<file path="src/rtl/avalon_packet_arbiter_if.sv">
// Avalon-ST bundle between NUM_INPUTS packet sources and one shared consumer.
// The slave modport is the arbiter's view; the master modport drives sources and the consumer ready.
interface avalon_packet_arbiter_if #(
  parameter int unsigned DATA_WIDTH_IN_BYTES = 16,
  parameter int unsigned NUM_INPUTS          = 4
);
  localparam int unsigned W  = DATA_WIDTH_IN_BYTES * 8;
  localparam int unsigned EW = ($clog2(DATA_WIDTH_IN_BYTES) > 0) ? $clog2(DATA_WIDTH_IN_BYTES) : 1;

  logic [NUM_INPUTS-1:0]    in_valid;
  logic [NUM_INPUTS-1:0]    in_rdy;
  logic [NUM_INPUTS-1:0]    in_sop;
  logic [NUM_INPUTS-1:0]    in_eop;
  logic [NUM_INPUTS*W-1:0]  in_data;
  logic [NUM_INPUTS*EW-1:0] in_empty;
  logic                     out_valid;
  logic                     out_rdy;
  logic                     out_sop;
  logic                     out_eop;
  logic [W-1:0]             out_data;
  logic [EW-1:0]            out_empty;

  modport slave (
    input  in_valid, in_sop, in_eop, in_data, in_empty, out_rdy,
    output in_rdy, out_valid, out_sop, out_eop, out_data, out_empty
  );

  modport master (
    output in_valid, in_sop, in_eop, in_data, in_empty, out_rdy,
    input  in_rdy, out_valid, out_sop, out_eop, out_data, out_empty
  );
endinterface

</file>
<file path="src/rtl/avalon_packet_arbiter.sv">
// Packet-level round-robin arbiter: one Avalon-ST output shared by NUM_INPUTS framed sources.
// A winner keeps the output until its eop beat transfers; stray non-sop beats in IDLE are discarded.
module avalon_packet_arbiter #(
  parameter int unsigned DATA_WIDTH_IN_BYTES = 16,
  parameter int unsigned NUM_INPUTS          = 4
) (
  input  logic                  clk,
  input  logic                  rst,
  avalon_packet_arbiter_if.slave bus,
  output logic [$clog2(NUM_INPUTS)-1:0] grant_idx,
  output logic                  busy,
  output logic                  stray_beat_indi
);
  localparam int unsigned W  = DATA_WIDTH_IN_BYTES * 8;
  localparam int unsigned EW = ($clog2(DATA_WIDTH_IN_BYTES) > 0) ? $clog2(DATA_WIDTH_IN_BYTES) : 1;
  localparam int unsigned IW = $clog2(NUM_INPUTS);

  typedef enum logic {IDLE, LOCKED} state_t;

  state_t                state;
  logic [IW-1:0]         rr_ptr;
  logic [NUM_INPUTS-1:0] req;
  logic [NUM_INPUTS-1:0] stray;
  logic [IW-1:0]         winner;
  logic                  found;

  logic [NUM_INPUTS-1:0] in_rdy_c;
  logic                  out_valid_c;
  logic                  out_sop_c;
  logic                  out_eop_c;
  logic [W-1:0]          out_data_c;
  logic [EW-1:0]         out_empty_c;

  assign req   = bus.in_valid & bus.in_sop;
  assign stray = bus.in_valid & ~bus.in_sop;

  // First requester at or above rr_ptr, wrapping around.
  always_comb begin
    int idx;
    winner = '0;
    found  = 1'b0;
    idx    = 0;
    for (int k = 0; k < int'(NUM_INPUTS); k++) begin
      idx = int'(rr_ptr) + k;
      if (idx >= int'(NUM_INPUTS)) idx = idx - int'(NUM_INPUTS);
      if (!found && req[idx]) begin
        found  = 1'b1;
        winner = IW'(idx);
      end
    end
  end

  // Output mux and ready steering; everything quiet while in reset.
  always_comb begin
    in_rdy_c    = '0;
    out_valid_c = 1'b0;
    out_sop_c   = 1'b0;
    out_eop_c   = 1'b0;
    out_data_c  = '0;
    out_empty_c = '0;
    if (!rst) begin
      if (state == IDLE) begin
        in_rdy_c = stray;
      end else begin
        out_valid_c         = bus.in_valid[grant_idx];
        out_sop_c           = bus.in_sop[grant_idx];
        out_eop_c           = bus.in_eop[grant_idx];
        out_data_c          = bus.in_data[int'(grant_idx)*W +: W];
        out_empty_c         = bus.in_empty[int'(grant_idx)*EW +: EW];
        in_rdy_c[grant_idx] = bus.out_rdy;
      end
    end
  end

  assign bus.in_rdy    = in_rdy_c;
  assign bus.out_valid = out_valid_c;
  assign bus.out_sop   = out_sop_c;
  assign bus.out_eop   = out_eop_c;
  assign bus.out_data  = out_data_c;
  assign bus.out_empty = out_empty_c;
  assign busy          = (state == LOCKED);

  always_ff @(posedge clk or posedge rst) begin
    if (rst) begin
      state           <= IDLE;
      rr_ptr          <= '0;
      grant_idx       <= '0;
      stray_beat_indi <= 1'b0;
    end else begin
      stray_beat_indi <= (state == IDLE) && (|stray);
      case (state)
        IDLE: begin
          if (found) begin
            grant_idx <= winner;
            state     <= LOCKED;
          end
        end
        LOCKED: begin
          if (out_valid_c && bus.out_rdy && out_eop_c) begin
            state  <= IDLE;
            rr_ptr <= (grant_idx == IW'(NUM_INPUTS - 1)) ? '0 : grant_idx + IW'(1);
          end
        end
        default: state <= IDLE;
      endcase
    end
  end
endmodule

</file>
<file path="src/flat_wrapper.sv">
// flat-port wrapper written by rule: the top's interface ports become plain ports
module avalon_packet_arbiter_flat 
#(
  parameter int unsigned DATA_WIDTH_IN_BYTES = 16,
  parameter int unsigned NUM_INPUTS          = 4
)
  (clk, rst, grant_idx, busy, stray_beat_indi, bus_in_valid, bus_in_sop, bus_in_eop, bus_in_data, bus_in_empty, bus_out_rdy, bus_in_rdy, bus_out_valid, bus_out_sop, bus_out_eop, bus_out_data, bus_out_empty);
  avalon_packet_arbiter_if #(.DATA_WIDTH_IN_BYTES(DATA_WIDTH_IN_BYTES), .NUM_INPUTS(NUM_INPUTS)) bus_i ();
  input  logic clk;
  input  logic rst;
  output logic [$clog2(NUM_INPUTS)-1:0] grant_idx;
  output logic busy;
  output logic stray_beat_indi;
  input wire logic [$bits(bus_i.in_valid)-1:0] bus_in_valid;
  input wire logic [$bits(bus_i.in_sop)-1:0] bus_in_sop;
  input wire logic [$bits(bus_i.in_eop)-1:0] bus_in_eop;
  input wire logic [$bits(bus_i.in_data)-1:0] bus_in_data;
  input wire logic [$bits(bus_i.in_empty)-1:0] bus_in_empty;
  input wire logic [$bits(bus_i.out_rdy)-1:0] bus_out_rdy;
  output wire logic [$bits(bus_i.in_rdy)-1:0] bus_in_rdy;
  output wire logic [$bits(bus_i.out_valid)-1:0] bus_out_valid;
  output wire logic [$bits(bus_i.out_sop)-1:0] bus_out_sop;
  output wire logic [$bits(bus_i.out_eop)-1:0] bus_out_eop;
  output wire logic [$bits(bus_i.out_data)-1:0] bus_out_data;
  output wire logic [$bits(bus_i.out_empty)-1:0] bus_out_empty;
  assign bus_i.in_valid = bus_in_valid;
  assign bus_i.in_sop = bus_in_sop;
  assign bus_i.in_eop = bus_in_eop;
  assign bus_i.in_data = bus_in_data;
  assign bus_i.in_empty = bus_in_empty;
  assign bus_i.out_rdy = bus_out_rdy;
  assign bus_in_rdy = bus_i.in_rdy;
  assign bus_out_valid = bus_i.out_valid;
  assign bus_out_sop = bus_i.out_sop;
  assign bus_out_eop = bus_i.out_eop;
  assign bus_out_data = bus_i.out_data;
  assign bus_out_empty = bus_i.out_empty;
  avalon_packet_arbiter #(.DATA_WIDTH_IN_BYTES(DATA_WIDTH_IN_BYTES), .NUM_INPUTS(NUM_INPUTS)) u_core (.clk(clk), .rst(rst), .bus(bus_i), .grant_idx(grant_idx), .busy(busy), .stray_beat_indi(stray_beat_indi));
endmodule
</file>
<file path="config.mk">
export PLATFORM = sky130hd
export DESIGN_NAME = avalon_packet_arbiter_flat
export DESIGN_NICKNAME = d
export VERILOG_FILES = /design/src/rtl/avalon_packet_arbiter_if.sv /design/src/rtl/avalon_packet_arbiter.sv /design/src/flat_wrapper.sv
export SDC_FILE = /design/constraint.sdc
export NUM_CORES = 1
export LEC_CHECK = 0
export CAP_MARGIN = 20
export CORE_AREA = 2 2 269 271
export CTS_CLUSTER_SIZE = 24
export DETAILED_ROUTE_END_ITERATION = 7
export DIE_AREA = 0 0 271 273
export SETUP_SLACK_MARGIN = 0.2
export SLEW_MARGIN = 20
export SYNTH_ARGS = -nofsm -noshare
export SYNTH_HDL_FRONTEND = slang
export SYNTH_SLANG_ARGS = --single-unit
</file>
<file path="constraint.sdc">
create_clock -name clk -period 2.8 [get_ports clk]
set_clock_uncertainty 0.05 [all_clocks]
set_input_delay 0.7 -clock clk [delete_from_list [all_inputs] [get_ports clk]]
set_output_delay 0.7 -clock clk [all_outputs]
set_load 0.03 [all_outputs]
</file>
# Word level (Yosys, flattened, before mapping)
# Index checks and enable logic that the tools add are counted.
# classes
n_addsub,8
magnitude_cmp,10
n_eq_ne,1
shift,2
n_mux,48
n_bitwise,5
reduce_logical,13
# ops
operator,count
indexed part select 512 x 10 -> 128 bit,1
2-to-1 mux 128 bit,2
"less-than comparator 32 x 4 -> 1 bit, second input constant",4
2-to-1 mux 32 bit,4
"greater-or-equal comparator 32 x 4 -> 1 bit, second input constant",3
"subtractor 32 x 4 -> 32 bit, second input constant",3
2-to-1 mux 1 bit,24
2-to-1 mux 4 bit,4
indexed part select 16 x 5 -> 4 bit,1
binary-select mux 1 bit (select 2 bit),7
AND 4 bit,3
2-to-1 mux 2 bit,5
logical AND 1 bit,7
"adder 2 x 2 -> 3 bit, second input constant",2
inverter 4 bit,1
AND reduction 2 bit,2
OR reduction 4 bit,1
"subtractor 2 x 3 -> 4 bit, second input constant",1
"adder 2 x 1 -> 3 bit, second input constant",1
"greater-or-equal comparator 2 x 3 -> 1 bit, second input constant",1
zero test 1 bit,3
"less-than comparator 2 x 3 -> 1 bit, second input constant",1
"adder 2 x 1 -> 2 bit, second input constant",1
demux 1 bit (select 2 bit),1
other kinds (4),4
# word_totals
register_bits,6
out_inout_bits,143
wordCells,91

# Logic depth before layout (Yosys ltp)
# Gate-level depths: netlist of run 1.
# logic_depth
ltp_word,17
ltp_mapped,7
ltp_nobuf,4

# Least setup slack after synthesis of run 1
# Ideal clock, no wire load.
# synth_path
path_kind,register to output
from,register u_core.grant_idx[1]
to,output port bus_out_data[100]
arrival_ns,1.857
required_time_ns,2.050
slack_ns,0.193
path_stages_with_launch,6
path_buffers,3
path_cell_list,dfrtp_1 buf_2 buf_2 buf_2 mux4_2 nor2b_1
# synth_between
elab_chain_cells,3
# synth_rtl
element,line_no,rtl
from (decl),avalon_packet_arbiter.sv:10,"output logic [$clog2(NUM_INPUTS)-1:0] grant_idx,"
from (signal assigned),avalon_packet_arbiter.sv:94,grant_idx <= winner;
indexed part select 512 x 10 -> 128 bit,avalon_packet_arbiter.sv:68,out_data_c = bus.in_data[int'(grant_idx)*W +: W];
2-to-1 mux 128 bit,avalon_packet_arbiter.sv:62,if (state == IDLE) begin
2-to-1 mux 128 bit,avalon_packet_arbiter.sv:61,if (!rst) begin
to (decl),flat_wrapper.sv:24,output wire logic [$bits(bus_i.out_data)-1:0] bus_out_data;
# Every way passes these cells.

# Final worst setup path of run 1
# layout_path
from,input port bus_in_data[78]
to,output port bus_out_data[78]
# layout_between
elab_chain_cells,3
# layout_rtl
element,line_no,rtl
from (decl),flat_wrapper.sv:17,input wire logic [$bits(bus_i.in_data)-1:0] bus_in_data;
indexed part select 512 x 10 -> 128 bit,avalon_packet_arbiter.sv:68,
2-to-1 mux 128 bit,avalon_packet_arbiter.sv:62,
2-to-1 mux 128 bit,avalon_packet_arbiter.sv:61,
# Every way passes these cells.

==> results of run 1 <==
[cells in the mapped netlist (all sizes together)]
library cell	instances
mux4	135
dfrtp	6
mux2	2
a32o	1
nand2b	5
o21ai	3
a21bo	2
buf	27
a22o	1
and2b	1
nor2b	134
nor2	11
ha	4
inv	4
a32oi	1
a41o	1
a21boi	1
a31oi	4
a41oi	1
a21oi	2
and4	1
nand2	4
clkbuf	19
o22ai	1
nand3	2
[kinds of logic after synthesis]
logic type / synth area share [%]
and+or+nand+nor: 20.8
muxes: 66.5
buffers and inverters: 5.54
AOI/OAI and AO/OA: 2.83
DFF: 3.26
adders and majority gates: 1.09
[worst max-delay path by stage]
stage	slack [ns]	startpoint	depth (start not counted)	endpoint
2_1_floorplan	0.19	u_core.grant_idx[1]$_DFFE_PP0P_	5	bus_out_data[102]
5_1_grt	-0.04	u_core.grant_idx[0]$_DFFE_PP0P_	5	bus_out_data[51]
4_1_cts	-0.02	u_core.grant_idx[0]$_DFFE_PP0P_	6	bus_out_data[62]
3_3_place_gp	-0.18	bus_in_data[354]	5	bus_out_data[98]
3_5_place_dp	-0.17	bus_in_data[354]	5	bus_out_data[98]
6_report	0.008	bus_in_data[78]	4	bus_out_data[78]
[area by class of cell]
cell class	count	area, sq um
inverters	4	15.0
well taps	950	1190
clock buffers	4	78.8
flip-flops and latches	6	158
fillers	7574	56300
multi-input cells	317	4690
diodes	6	15.0
repair buffers	777	8500
[through the flow]
stage / instance area, sq um / utilization, %
2_1_floorplan: 4630 / -
6_report: 14700 / 20.6
3_3_place_gp: 13600 / 19.2
4_1_cts: 14400 / 20.3
3_5_place_dp: 13600 / 19.2
5_1_grt: 14700 / 20.6
[placed cells by master, fill, tap and decap left out, types with 3 or more instances in the layout]
cell type,n
o21ai_0,3
nor2b_1,58
nor2b_2,18
nor2b_4,58
a31oi_1,4
buf_12,81
buf_6,42
nand2b_1,4
ha_1,4
mux4_2,135
buf_4,94
clkdlybuf4s50_1,441
dlygate4sd2_1,101
nand2_1,4
inv_1,4
nor2_1,9
clkbuf_16,3
buf_16,10
buf_8,5
diode_2,6
dfrtp_1,4
[sequential cells by signal (all words and copies together), names as in the netlist]
| signal | flops |
|---|---|
| u_core.busy | 1 |
| u_core.grant_idx | 2 |
| u_core.rr_ptr | 2 |
| u_core.stray_beat_indi | 1 |
[critical path, cell delays in order]
cell and delay, ns:
clkdlybuf4s50_1 0.47, mux4_2 0.54, nor2b_1 0.19, buf_12 0.14
[per-layer routing]
layer  wire length, microns  part of all wire (%)  track usage, %
met5                     13                 0.029               0
met4                   1250                   2.8            3.36
met3                   3560                   8.0            2.35
met2                  23400                    52            21.4
met1                  16400                    37            12.7
[repair_timing]
item | CTS | global route
resized for setup | 219 | 58
buffers inserted | 12 | 2
gates cloned | 8 | 0
setup endpoints to repair | 140 | 134
[power breakdown]
group | internal, mW | total (mW) | switching (mW) | leakage, nW
sequential | 0.131 | 0.193 | 0.0619 | 0.0699
combinational | 5.28 | 9.63 | 4.34 | 5.37
clock | 0.190 | 0.246 | 0.0563 | 0.0382
total | 5.60 | 10.1 | 4.46 | 5.48
==> metrics.yaml, run 1 <==
crit_path_end_kind: "output pin"
drtIter0Drc: 335
die_area_sq_um: 74000
setup_viol: 0
cts_tree: "done"
tns_ns: 0
dp_cells: 2032
ioPinCount: 686
grt_pass1_vias: 7992
cts.sink_count: 6
wl_per_cell_microns: 21.6
hold_class: "register to register"
syn_to_final_growth_pct: 218
power.leakage_nw: 5.48
worst_pin_slew_ns: 0.508
outcome: "complete, no violations"
layout.cells.non_filler: 2064
place_worst_setup_slack_ns: -0.174
reg2reg_to: "u_core.rr_ptr[1]$_DFFE_PP0P_"
hold-path-cell-count: 1
antenna_found_initial: 10
ant_nets: 0
max-cap-violations: 0
rsz0062_at_grt: "yes"
clk_latency_ns: 0.24
grt_usage_pct: 11.3
placementRows: 98
critPathLaunchType: "input pin"
vias_per_cell: 3.39
yosys.area.top_type: "mux4_2"
routed_wirelength_mm: 44.6
vias: 6993
power_mw: 10.1
clk_pin_slew_ns: 0.03
synth_area_sq_um: 4610
critPathRequiredTime_ns: 2.05
syn_nets: 920
core_area_sq_um: 71000
finalWorstSetupSlack_ns: 0.00848
holdWs_ns: 0.516
netlist_instances: 373
max_freq_mhz: 358
port_buffers: 685
fp.dieW_microns: 271
htreeDepth: 1
yosysUniqueCellTypes: 28
clk_path_buf_depth: 2
ys_ff_latch: 6
critical_path_class: "input pin to output pin"
crit_fanout: 1
grt_max_degree: 61
holdBufCountCts: 0
syn_area_per_cell_sq_um: 12.3
period_share_pct: 99.7
synth-seq-area-share_pct: 3.26
r2r.worst_path.cells: 7
overflow: 0
layout_min_cycle_time_ns: 2.79
irDropWorstVdd_v: 0.000369
r2r-start: "u_core.grant_idx[0]$_DFFE_PP0P_"
min_from: "u_core.rr_ptr[1]$_DFFE_PP0P_"
ys_top_cells_by_area: "mux4_2 66%, nor2b_1 18%, dfrtp_1 3.3%"
initial_core_util_pct: 6.49
first_pass_iters: 4
fin_nets: 1656
final_max_slew_viol_count: 0
finalHoldViolCount: 0
cts_made_buffers: 3
drc: 0
grt_pass1_wl_mm: 59.2
yosysWarnings: 0
post-dp-hpwl_mm: 37.9
drive_gt1_share_pct: 41.2
relSlewSlack_pct: 66.1
die_h_microns: 273
arrival_ns: 2.04
synth_top_area_share_pct: 66.0
powerDensity_nw_per_um2: 687
reg2reg_setup_slack_ns: 0.54
root_buffer: "clkbuf_16"
whs_endpoint: "u_core.rr_ptr[1]$_DFFE_PP0P_"
gp_congestion: 1.03
Note: power is estimated with default switching activity, not from simulation.
==> inputs of run 2 (changes only) <==
- GPL_TIMING_DRIVEN: not set -> 0
==> run 2 against run 1 <==
Compared with the run above: the flow now finishes with violations (setup timing); final area fell by 6.9%; die area did not move; non-clock buffer count fell by 8; via count fell by 0.57%; power fell by 7.2%; critical path type unchanged; highest routed layer unchanged.
==> metrics.yaml, run 2 (synthesis results as in run 1) <==
grt_pass1_wl_mm: 61.3  # was 59.2 mm
worst_pin_slew_ns: 0.585  # was 0.508 ns
failed_checks: "setup timing"
gp_congestion: 0.973  # was 1.03
crit_path_end_kind: "output pin"  # unchanged
final_area_sq_um: 13600  # was 14,700 sq um
vias: 6953  # was 6,993
post-dp-hpwl_mm: 41.3  # was 37.9 mm
cts_tree: "done"  # unchanged
power.leakage_nw: 5.06  # was 5.48 nW
power_mw: 9.34  # was 10.1 mW
final_common_cell: "clkdlybuf4s50_1"  # unchanged
htreeDepth: 1  # unchanged
reg2reg_setup_slack_ns: 0.74  # was 0.54 ns
cp.depth: 4  # unchanged
port_buffers: 685  # unchanged
endpoint: "bus_out_data[82]"  # was bus_out_data[78]
multi_input_area_sq_um: 4460  # was 4690 sq um
ant_nets: 0  # unchanged
final_max_slew_viol_count: 0  # unchanged
relSlewSlack_pct: 60.9  # was 66.1%
drive_gt1_share_pct: 38.2  # was 41.2%
arrival_ns: 2.08  # was 2.04 ns
place_area_sq_um: 12700  # was 13,600 sq um
core_area_sq_um: 71000  # unchanged
grt_max_degree: 11  # was 61
clk_latency_ns: 0.23  # was 0.24 ns
clk_pin_slew_ns: 0.03  # about the same
ff_latch_area_sq_um: 153  # was 158 sq um
r2r.worst_path.cells: 6  # was 7
antenna_found_initial: 13  # was 10
fp.dieW_microns: 271  # unchanged
reg2reg_to: "u_core.rr_ptr[0]$_DFFE_PP0P_"  # was u_core.rr_ptr[1]$_DFFE_PP0P_
largestRegisters: "u_core.grant_idx x2, u_core.rr_ptr x2"  # unchanged
die_area_sq_um: 74000  # unchanged
max_stage_delay_ns: 0.57  # was 0.54 ns
finalWorstSetupSlack_ns: -0.0341  # was 0.00848 ns
clk_path_buf_depth: 2  # unchanged
layout_min_cycle_time_ns: 2.83  # was 2.79 ns
period_share_pct: 101  # was 99.7%
die_h_microns: 273  # unchanged
outcome: "complete, but fails checks"  # was complete, no violations
nFillCells: 7694  # was 7,574
holdBufCountCts: 0  # unchanged
setup_viol: 6  # was 0
crit_start: "bus_in_data[466]"  # was bus_in_data[78]
grt_pass1_vias: 7640  # was 7,992
crit_buf_inv: 2  # unchanged
finalHoldViolCount: 0  # unchanged
routed_wirelength_mm: 48.6  # was 44.6 mm
vias_per_cell: 3.39  # about the same
max-cap-violations: 0  # unchanged
path_cells: "clkdlybuf4s50_1 > mux4_2 > nor2b_2 > buf_4"  # was clkdlybuf4s50_1 > mux4_2 > nor2b_1 > buf_12
drtIter0Drc: 268  # was 335
critPathRequiredTime_ns: 2.05  # about the same
irDropWorstVdd_v: 0.000309  # was 0.000369 V
critical_path_class: "input pin to output pin"  # unchanged
crit_fanout: 1  # unchanged
cts.sink_count: 6  # unchanged
max_freq_mhz: 353  # was 358 MHz
cts_made_buffers: 3  # unchanged
hold_class: "input pin to async pin"  # was register to register
ioPinCount: 686  # unchanged
wl_per_cell_microns: 23.7  # was 21.6 microns
critPathLaunchType: "input pin"  # unchanged
r2r-start: "u_core.grant_idx[0]$_DFFE_PP0P_"  # unchanged
fin_nets: 1648  # was 1,656
cp_slowest_cell: "mux4_2"  # unchanged
rsz0062_at_grt: "yes"  # unchanged
root_buffer: "clkbuf_16"  # unchanged
layout_common_cells: "499 x clkdlybuf4s50_1, 135 x mux4_2, 85 x nor2b_1"  # was 441 x clkdlybuf4s50_1, 135 x mux4_2, 101 x dlygate4sd2_1
powerDensity_nw_per_um2: 684  # was 687 nW/um^2
first_pass_iters: 4  # unchanged
initial_core_util_pct: 6.49  # unchanged
placementRows: 98  # unchanged
overflow: 0  # unchanged
holdWs_ns: 0.379  # was 0.516 ns
cp_top_family: "buffers and inverters"  # unchanged
syn_to_final_growth_pct: 196  # was 218%
grt_usage_pct: 12.0  # was 11.3%
drc: 0  # unchanged
run 2: cell types whose count changed in the layout (fill, tap and decap cells not counted), moves of 10 or more:
cell,previous run,this run
buf_12,81,18
buf_4,94,74
buf_2,0,56
clkdlybuf4s50_1,441,499
clkbuf_2,0,10
nor2b_4,58,24
nor2b_1,58,85
dlygate4sd2_1,101,35
clkbuf_16,3,15
run 2: final cells by class:
class	instances	share of cell area [%]
Antenna cell	4	0.0733
Buffer	46	4.89
Clock buffer	3	0.550
Inverter	4	0.202
Multi-Input combinational cell	317	32.7
Sequential cell	6	1.12
Tap cell	950	8.71
Timing Repair Buffer	723	51.8
run 2: what timing repair did:
| item | CTS | global route |
|---|---|---|
| resized for setup | 921 | 138 |
| pin swaps | 3 | 3 |
| setup endpoints to repair | 140 | 137 |
| gates cloned | 4 | 9 |
| buffers inserted | 11 | 14 |
run 2: metal layers:
metal / global-route usage (%) / routed length [microns] / share of wire (%)
met4: 4.80 / 1870 / 3.8
met1: 13.3 / 18500 / 38
met5: 0 / 81 / 0.17
met3: 3.15 / 3790 / 7.8
met2: 21.7 / 24300 / 50
run 2: stage by stage:
step | setup slack, ns | cells | utilization, % | TNS [ns]
floorplan | 0.193 | 373 | - | 0
global placement | -2.02 | 2008 | 17.9 | -197.49
detailed placement | -2.02 | 2008 | 17.9 | -196.49
global route | -0.0671 | 2053 | 19.2 | -1.43
finish | -0.0341 | 2053 | 19.2 | -0.0994
CTS | -0.0462 | 2026 | 18.7 | -1.01
run 2: worst min path at each step:
stage	slack (ns)	cells past startpoint	from	to
after floorplan	0.44	1	rst	u_core.busy$_DFF_PP0_
after global placement	0.50	1	u_core.rr_ptr[1]$_DFFE_PP0P_	u_core.rr_ptr[1]$_DFFE_PP0P_
after detailed placement	0.50	1	u_core.rr_ptr[1]$_DFFE_PP0P_	u_core.rr_ptr[1]$_DFFE_PP0P_
after CTS	0.39	2	rst	u_core.busy$_DFF_PP0_
after global routing	0.41	2	rst	u_core.busy$_DFF_PP0_
final	0.38	2	rst	u_core.busy$_DFF_PP0_
run 2: power by group:
group          switching [mW]  internal [mW]  leakage (nW)
sequential             0.0581          0.125        0.0702
clock                  0.0527          0.184        0.0370
combinational            4.39           4.52          4.96
total                    4.50           4.83          5.06
==> inputs of run 3 (changes only) <==
- CTS_CLUSTER_SIZE: 24 -> 28
- GPL_ROUTABILITY_DRIVEN: not set -> 0
==> run 3 against run 2 <==
Compared with the run above: sequential power decreased by 4%; critical path type unchanged; critical path depth grew 2; the flow now finishes without violations; power up 18%; routed wire length rose by 1.1%; core utilization grew 2.0 points; sequential share of layout area shrank 0.11 points; via count up 2.5%; cell count rose by 1.1%; combinational power is 19% higher; fmax increased by 2.1%; setup slack better by 0.060 ns; register-to-register slack worse by 0.16 ns; highest routed layer unchanged.
==> metrics.yaml, run 3 (synthesis results as in run 1) <==
drc: 0  # unchanged
clk_latency_ns: 0.23  # about the same
tns_ns: 0  # was -0.0994 ns
power.internal_mw: 6.03  # was 4.83 mW
p_comb_share_pct: 96.2  # was 95.5%
outcome: "complete, no violations"  # was complete, but fails checks
grt_pass1_vias: 7937  # was 7,640
max_freq_mhz: 360  # was 353 MHz
switchingPower_mw: 4.95  # was 4.50 mW
vias: 7124  # was 6,953
drtIter0Drc: 346  # was 268
critPathRequiredTime_ns: 2.05  # about the same
clk_pin_slew_ns: 0.03  # about the same
syn_to_final_growth_pct: 228  # was 196%
first_pass_iters: 5  # was 4
holdWs_ns: 0.348  # was 0.379 ns
layout_min_cycle_time_ns: 2.77  # was 2.83 ns
setup_viol: 0  # was 6
die_area_sq_um: 74000  # unchanged
port_buffers: 685  # unchanged
crit_fanout: 10  # was 1
root_buffer: "clkbuf_16"  # unchanged
max-cap-violations: 0  # unchanged
ioPinCount: 686  # unchanged
place_area_sq_um: 12700  # unchanged
max_stage_delay_ns: 0.30  # was 0.57 ns
relSlewSlack_pct: 61.7  # was 60.9%
path_cells: "buf_6 > nand2b_4 > bufbuf_16 > clkbuf_4 > nor2b_1 > buf_4"  # was clkdlybuf4s50_1 > mux4_2 > nor2b_2 > buf_4
holdBufCountCts: 0  # unchanged
finalHoldViolCount: 0  # unchanged
power.leakage_nw: 5.86  # was 5.06 nW
vias_per_cell: 3.43  # was 3.39
switching_share_pct: 45.1  # was 48.3%
place_worst_setup_slack_ns: -2.18  # was -2.02 ns
rsz0062_at_grt: "yes"  # unchanged
ff_latch_area_sq_um: 153  # unchanged
critPathLaunchType: "input pin"  # unchanged
final_common_cell: "clkdlybuf4s50_1"  # unchanged
clk_path_buf_depth: 2  # unchanged
drive_gt1_share_pct: 44.8  # was 38.2%
ant_nets: 0  # unchanged
fp.dieW_microns: 271  # unchanged
worst_pin_slew_ns: 0.572  # was 0.585 ns
placementRows: 98  # unchanged
hold_class: "input pin to async pin"  # unchanged
post-dp-hpwl_mm: 40.3  # was 41.3 mm
clockPowerShare_pct: 2.2  # was 2.5%
arrival_ns: 2.02  # was 2.08 ns
antenna_found_initial: 12  # was 13
cts_tree: "done"  # unchanged
wl_per_cell_microns: 23.7  # about the same
grt_pass1_wl_mm: 62.8  # was 61.3 mm
powerDensity_nw_per_um2: 728  # was 684 nW/um^2
cts.sink_count: 6  # unchanged
finalWorstSetupSlack_ns: 0.0254  # was -0.0341 ns
routed_wirelength_mm: 49.1  # was 48.6 mm
overflow: 0  # unchanged
final_max_slew_viol_count: 0  # unchanged
largestRegisters: "u_core.grant_idx x2, u_core.rr_ptr x2"  # unchanged
layout_common_cells: "413 x clkdlybuf4s50_1, 135 x mux4_2, 124 x dlygate4sd2_1"  # was 499 x clkdlybuf4s50_1, 135 x mux4_2, 85 x nor2b_1
critical_path_class: "input pin to output pin"  # unchanged
grt_max_degree: 11  # unchanged
cts_made_buffers: 3  # unchanged
initial_core_util_pct: 6.49  # unchanged
die_h_microns: 273  # unchanged
final_area_sq_um: 15100  # was 13,600 sq um
fin_nets: 1665  # was 1,648
core_area_sq_um: 71000  # unchanged
nFillCells: 7585  # was 7,694
irDropWorstVdd_v: 0.000365  # was 0.000309 V
htreeDepth: 1  # unchanged
reg2reg_setup_slack_ns: 0.58  # was 0.74 ns
multi_input_area_sq_um: 5080  # was 4460 sq um
crit_path_end_kind: "output pin"  # unchanged
pwr-share-seq_pct: 1.6  # was 2.0%
cp_slowest_cell: "bufbuf_16"  # was mux4_2
power_mw: 11.0  # was 9.34 mW
period_share_pct: 99.1  # was 101%
grt_usage_pct: 12.2  # was 12.0%
## run 3: cell types whose count changed in the layout (fill, tap and decap cells not counted), sizes merged
cell and change:
diode +5, clkdlybuf4s50 -86, dlymetal6s2s -1, clkdlybuf4s15 -3, clkbuf +1, clkinv +1
dlygate4sd2 +89, buf +17, inv -1
## run 3: power by group through the flow
stage	Combinational, mW	Clock, mW	Sequential [mW]
global placement	7.77	0	0.176
floorplan	4.24	0	0.203
finish	10.6	0.237	0.175
global route	11.0	0.244	0.180
CTS	9.74	0.242	0.175
detailed placement	7.77	0	0.183
## run 3: area by class of cell
| class | count | area share [%] |
|---|---|---|
| timing repair buffer | 740 | 51.7 |
| multi-input combinational | 317 | 33.7 |
| tap | 950 | 7.88 |
| buffer | 46 | 4.78 |
| sequential | 6 | 1.01 |
| clock buffer | 3 | 0.497 |
| inverter | 4 | 0.265 |
| antenna | 9 | 0.149 |
## run 3: path summary, 6_finish.rpt
path                                            startpoint                               to  cells past startpoint
setup / recovery                                       rst                 bus_out_data[59]                      6
hold / removal                                         rst            u_core.busy$_DFF_PP0_                      2
setup reg to reg           u_core.grant_idx[0]$_DFFE_PP0P_     u_core.rr_ptr[0]$_DFFE_PP0P_                      8
hold reg to reg               u_core.rr_ptr[1]$_DFFE_PP0P_     u_core.rr_ptr[1]$_DFFE_PP0P_                      1
max in group asynchronous                              rst  u_core.grant_idx[1]$_DFFE_PP0P_                      2
min in group clk              u_core.rr_ptr[1]$_DFFE_PP0P_     u_core.rr_ptr[1]$_DFFE_PP0P_                      1
## run 3: critical path: cells and delay by family
family                 cells  cell delay, ns
buffers and inverters      4            0.85
AND/OR/NAND/NOR            2            0.45
## run 3: stage by stage
step | cells | util [%]
after floorplan | 373 | -
after global placement | 2008 | 17.9
after detailed placement | 2008 | 17.9
after CTS | 2054 | 20.0
after global routing | 2073 | 21.2
final | 2075 | 21.3
## run 3: routing by layer
metal  vias to the layer above  track usage, %  part of all wire [%]
li1                       3029               -                     -
met1                      3476            13.7                    37
met2                       549            22.2                    50
met3                        66            2.59                   7.8
met4                         4            5.31                   4.5
met5                         -               0                 0.047
## run 3: timing repair
action / 4_1_cts / 5_1_grt
hold endpoints to repair: 0 / 0
pin swaps: 4 / 4
cloned: 16 / 6
gates resized for setup: 1217 / 226
endpoints found under the setup margin: 140 / 139
setup buffers: 27 / 6
==> edit (settings of run 1) <==
Reset style: synchronous (`rst`), changed in one clocked block.
--- a/src/rtl/avalon_packet_arbiter.sv
+++ b/src/rtl/avalon_packet_arbiter.sv
@@ -81,5 +81,5 @@
   assign busy          = (state == LOCKED);
 
-  always_ff @(posedge clk or posedge rst) begin
+  always_ff @(posedge clk) begin
     if (rst) begin
       state           <= IDLE;
Behaviour: differs if rst is asserted again (counterexample within 4 cycles, from zero or initial values and one cycle with rst high); with rst held inactive, the same outputs for 4 cycles.
==> edit against run 1 <==
Final cell count grew 0.48%; wire length grew 16%; area after synthesis grew 0.60%; synthesized cell count grew 1.3%; sequential cell count is the same; cell area grew 1.7%; core utilization grew 0.35 points; worst setup slack lost 0.0062 ns; die area is the same; highest routed layer unchanged.
Power is left out: it rests on default switching activity, and per cell area and clock period it moved more than threefold.
==> edit: results (changes against run 1) <==
* Vias in the first global route at 7645 (-4.3%)
* Largest net degree at the start of global routing at 47 (-23%)
* Hold Path Origin: u_core.rr_ptr[0]$_SDFFE_PP0P_
* Outcome: finished clean
* GR Layer Usage met2 at 20.4% (-1.0 points)
* Reg2reg path depth at 10 (+3)
* Setup Slack @ Placement at -0.199 ns (-0.0251 ns)
* Arrival time at the worst endpoint at 2.05 ns
* Main synth FF type: dfxtp_1
* Final #Nets at 1662 (+0.36%)
* Synthesized Nets at 925 (+0.54%)
* Sequential area share after synthesis at 2.59% (-0.67 points)
* PortBufs at 685 (unchanged)
* GRT Overall Usage at 13.1% (+1.7 points)
* Commonest cells in the synthesized netlist: and2_1 (134), mux4_2 (133), clkbuf_1 (22)
* Critical R2R Capture: u_core.rr_ptr[0]$_SDFFE_PP0P_
* Met3 Usage GRT at 5.18% (+2.8 points)
* DR vias/cell at 3.48 (+2.6%)
* CP max FO at 6 (+5)
* Setup crit end: bus_out_data[5]
* Met1 GRT Util at 17.2% (+4.5 points)
* Hpwl dp at 40700 um (+7.3%)
* Met2 wire len at 22700 um (-3.2%)
* Cells after Synth at 378 (+1.3%)
* Yosys cell types at 37 (+32%)
* CP startpoint: u_core.grant_idx[0]$_SDFFE_PP0P_
* Initial antenna violation count at 39 (+29)
* Fmax at 0.357 GHz (-0.22%)
* Met1 WL at 21700 um (+33%)
* Reg-to-reg slack, setup at 0.61 ns (+0.07 ns)
* DRT Pass-1 Iters at 5 (+1)
* Reg clk slew, reported paths at 0.03 ns (about the same)
* Final GP Congestion at 0.977 (-5.4%)
* Metal3 WL at 6280 um (+77%)
* Post-DP Area at 0.0133 mm^2 (-2.3%)
* Share of flip-flops with an asynchronous set or reset at 0% (-100 points)
* Worst Hold Slack at 0.450 ns (-0.0663 ns)
* WHS Path Cells at 2 (+1)
* Placed cell count at 2005 (-1.3%)
* Hold EP: u_core.rr_ptr[0]$_SDFFE_PP0P_
* Post-Layout Cell Count at 2074 (+0.48%)
* Routed wire length at 51800 um (+16%)
* PostCTS Resize Cnt at 500 (+130%)
* Post CTS Setup Buffer Count at 25 (+13)
* First-pass GRT wire length at 66300 um (+12%)
* Slew HR at 74.2% (+8.1 points)
* Layout fillers at 7651 (+1.0%)
* 1st-iter DRT viols at 318 (-5.1%)
* Synth area leaders: mux4_2 (65%), and2_1 (18%), dfxtp_1 (2.6%)
* Share of layout cells above drive strength 1 at 46.0% (+4.8 points)
==> edit: area by class of cell <==
| type | count | area (um^2) | area share, % |
|---|---|---|---|
| antenna | 11 | 27.5 | 0.185 |
| timing repair buffer | 779 | 8890 | 59.7 |
| clock buffer | 3 | 75.1 | 0.504 |
| inverter | 6 | 22.5 | 0.151 |
| multi-input combinational | 319 | 4570 | 30.7 |
| sequential | 6 | 128 | 0.856 |
| tap | 950 | 1190 | 7.98 |
==> edit: logic make-up (layout without fill, tap and decap cells) <==
kind of cell / count (synthesis) / after routing / share of synthesized area, %
buf+inv: 53 / 788 / 6.16
compound gates: 20 / 20 / 3.11
flops: 6 / 6 / 2.59
fa+ha+maj: 4 / 4 / 1.08
other cells: 0 / 11 / 0
mux: 136 / 136 / 66.0
simple gates: 159 / 159 / 21.1
==> edit: worst max-delay path, cell delays in order (launching register included) <==
cell	delay (ns)
dfxtp_4	0.38
buf_12	0.13
buf_12	0.10
buf_16	0.14
mux4_2	0.68
and2_4	0.22
buf_12	0.13
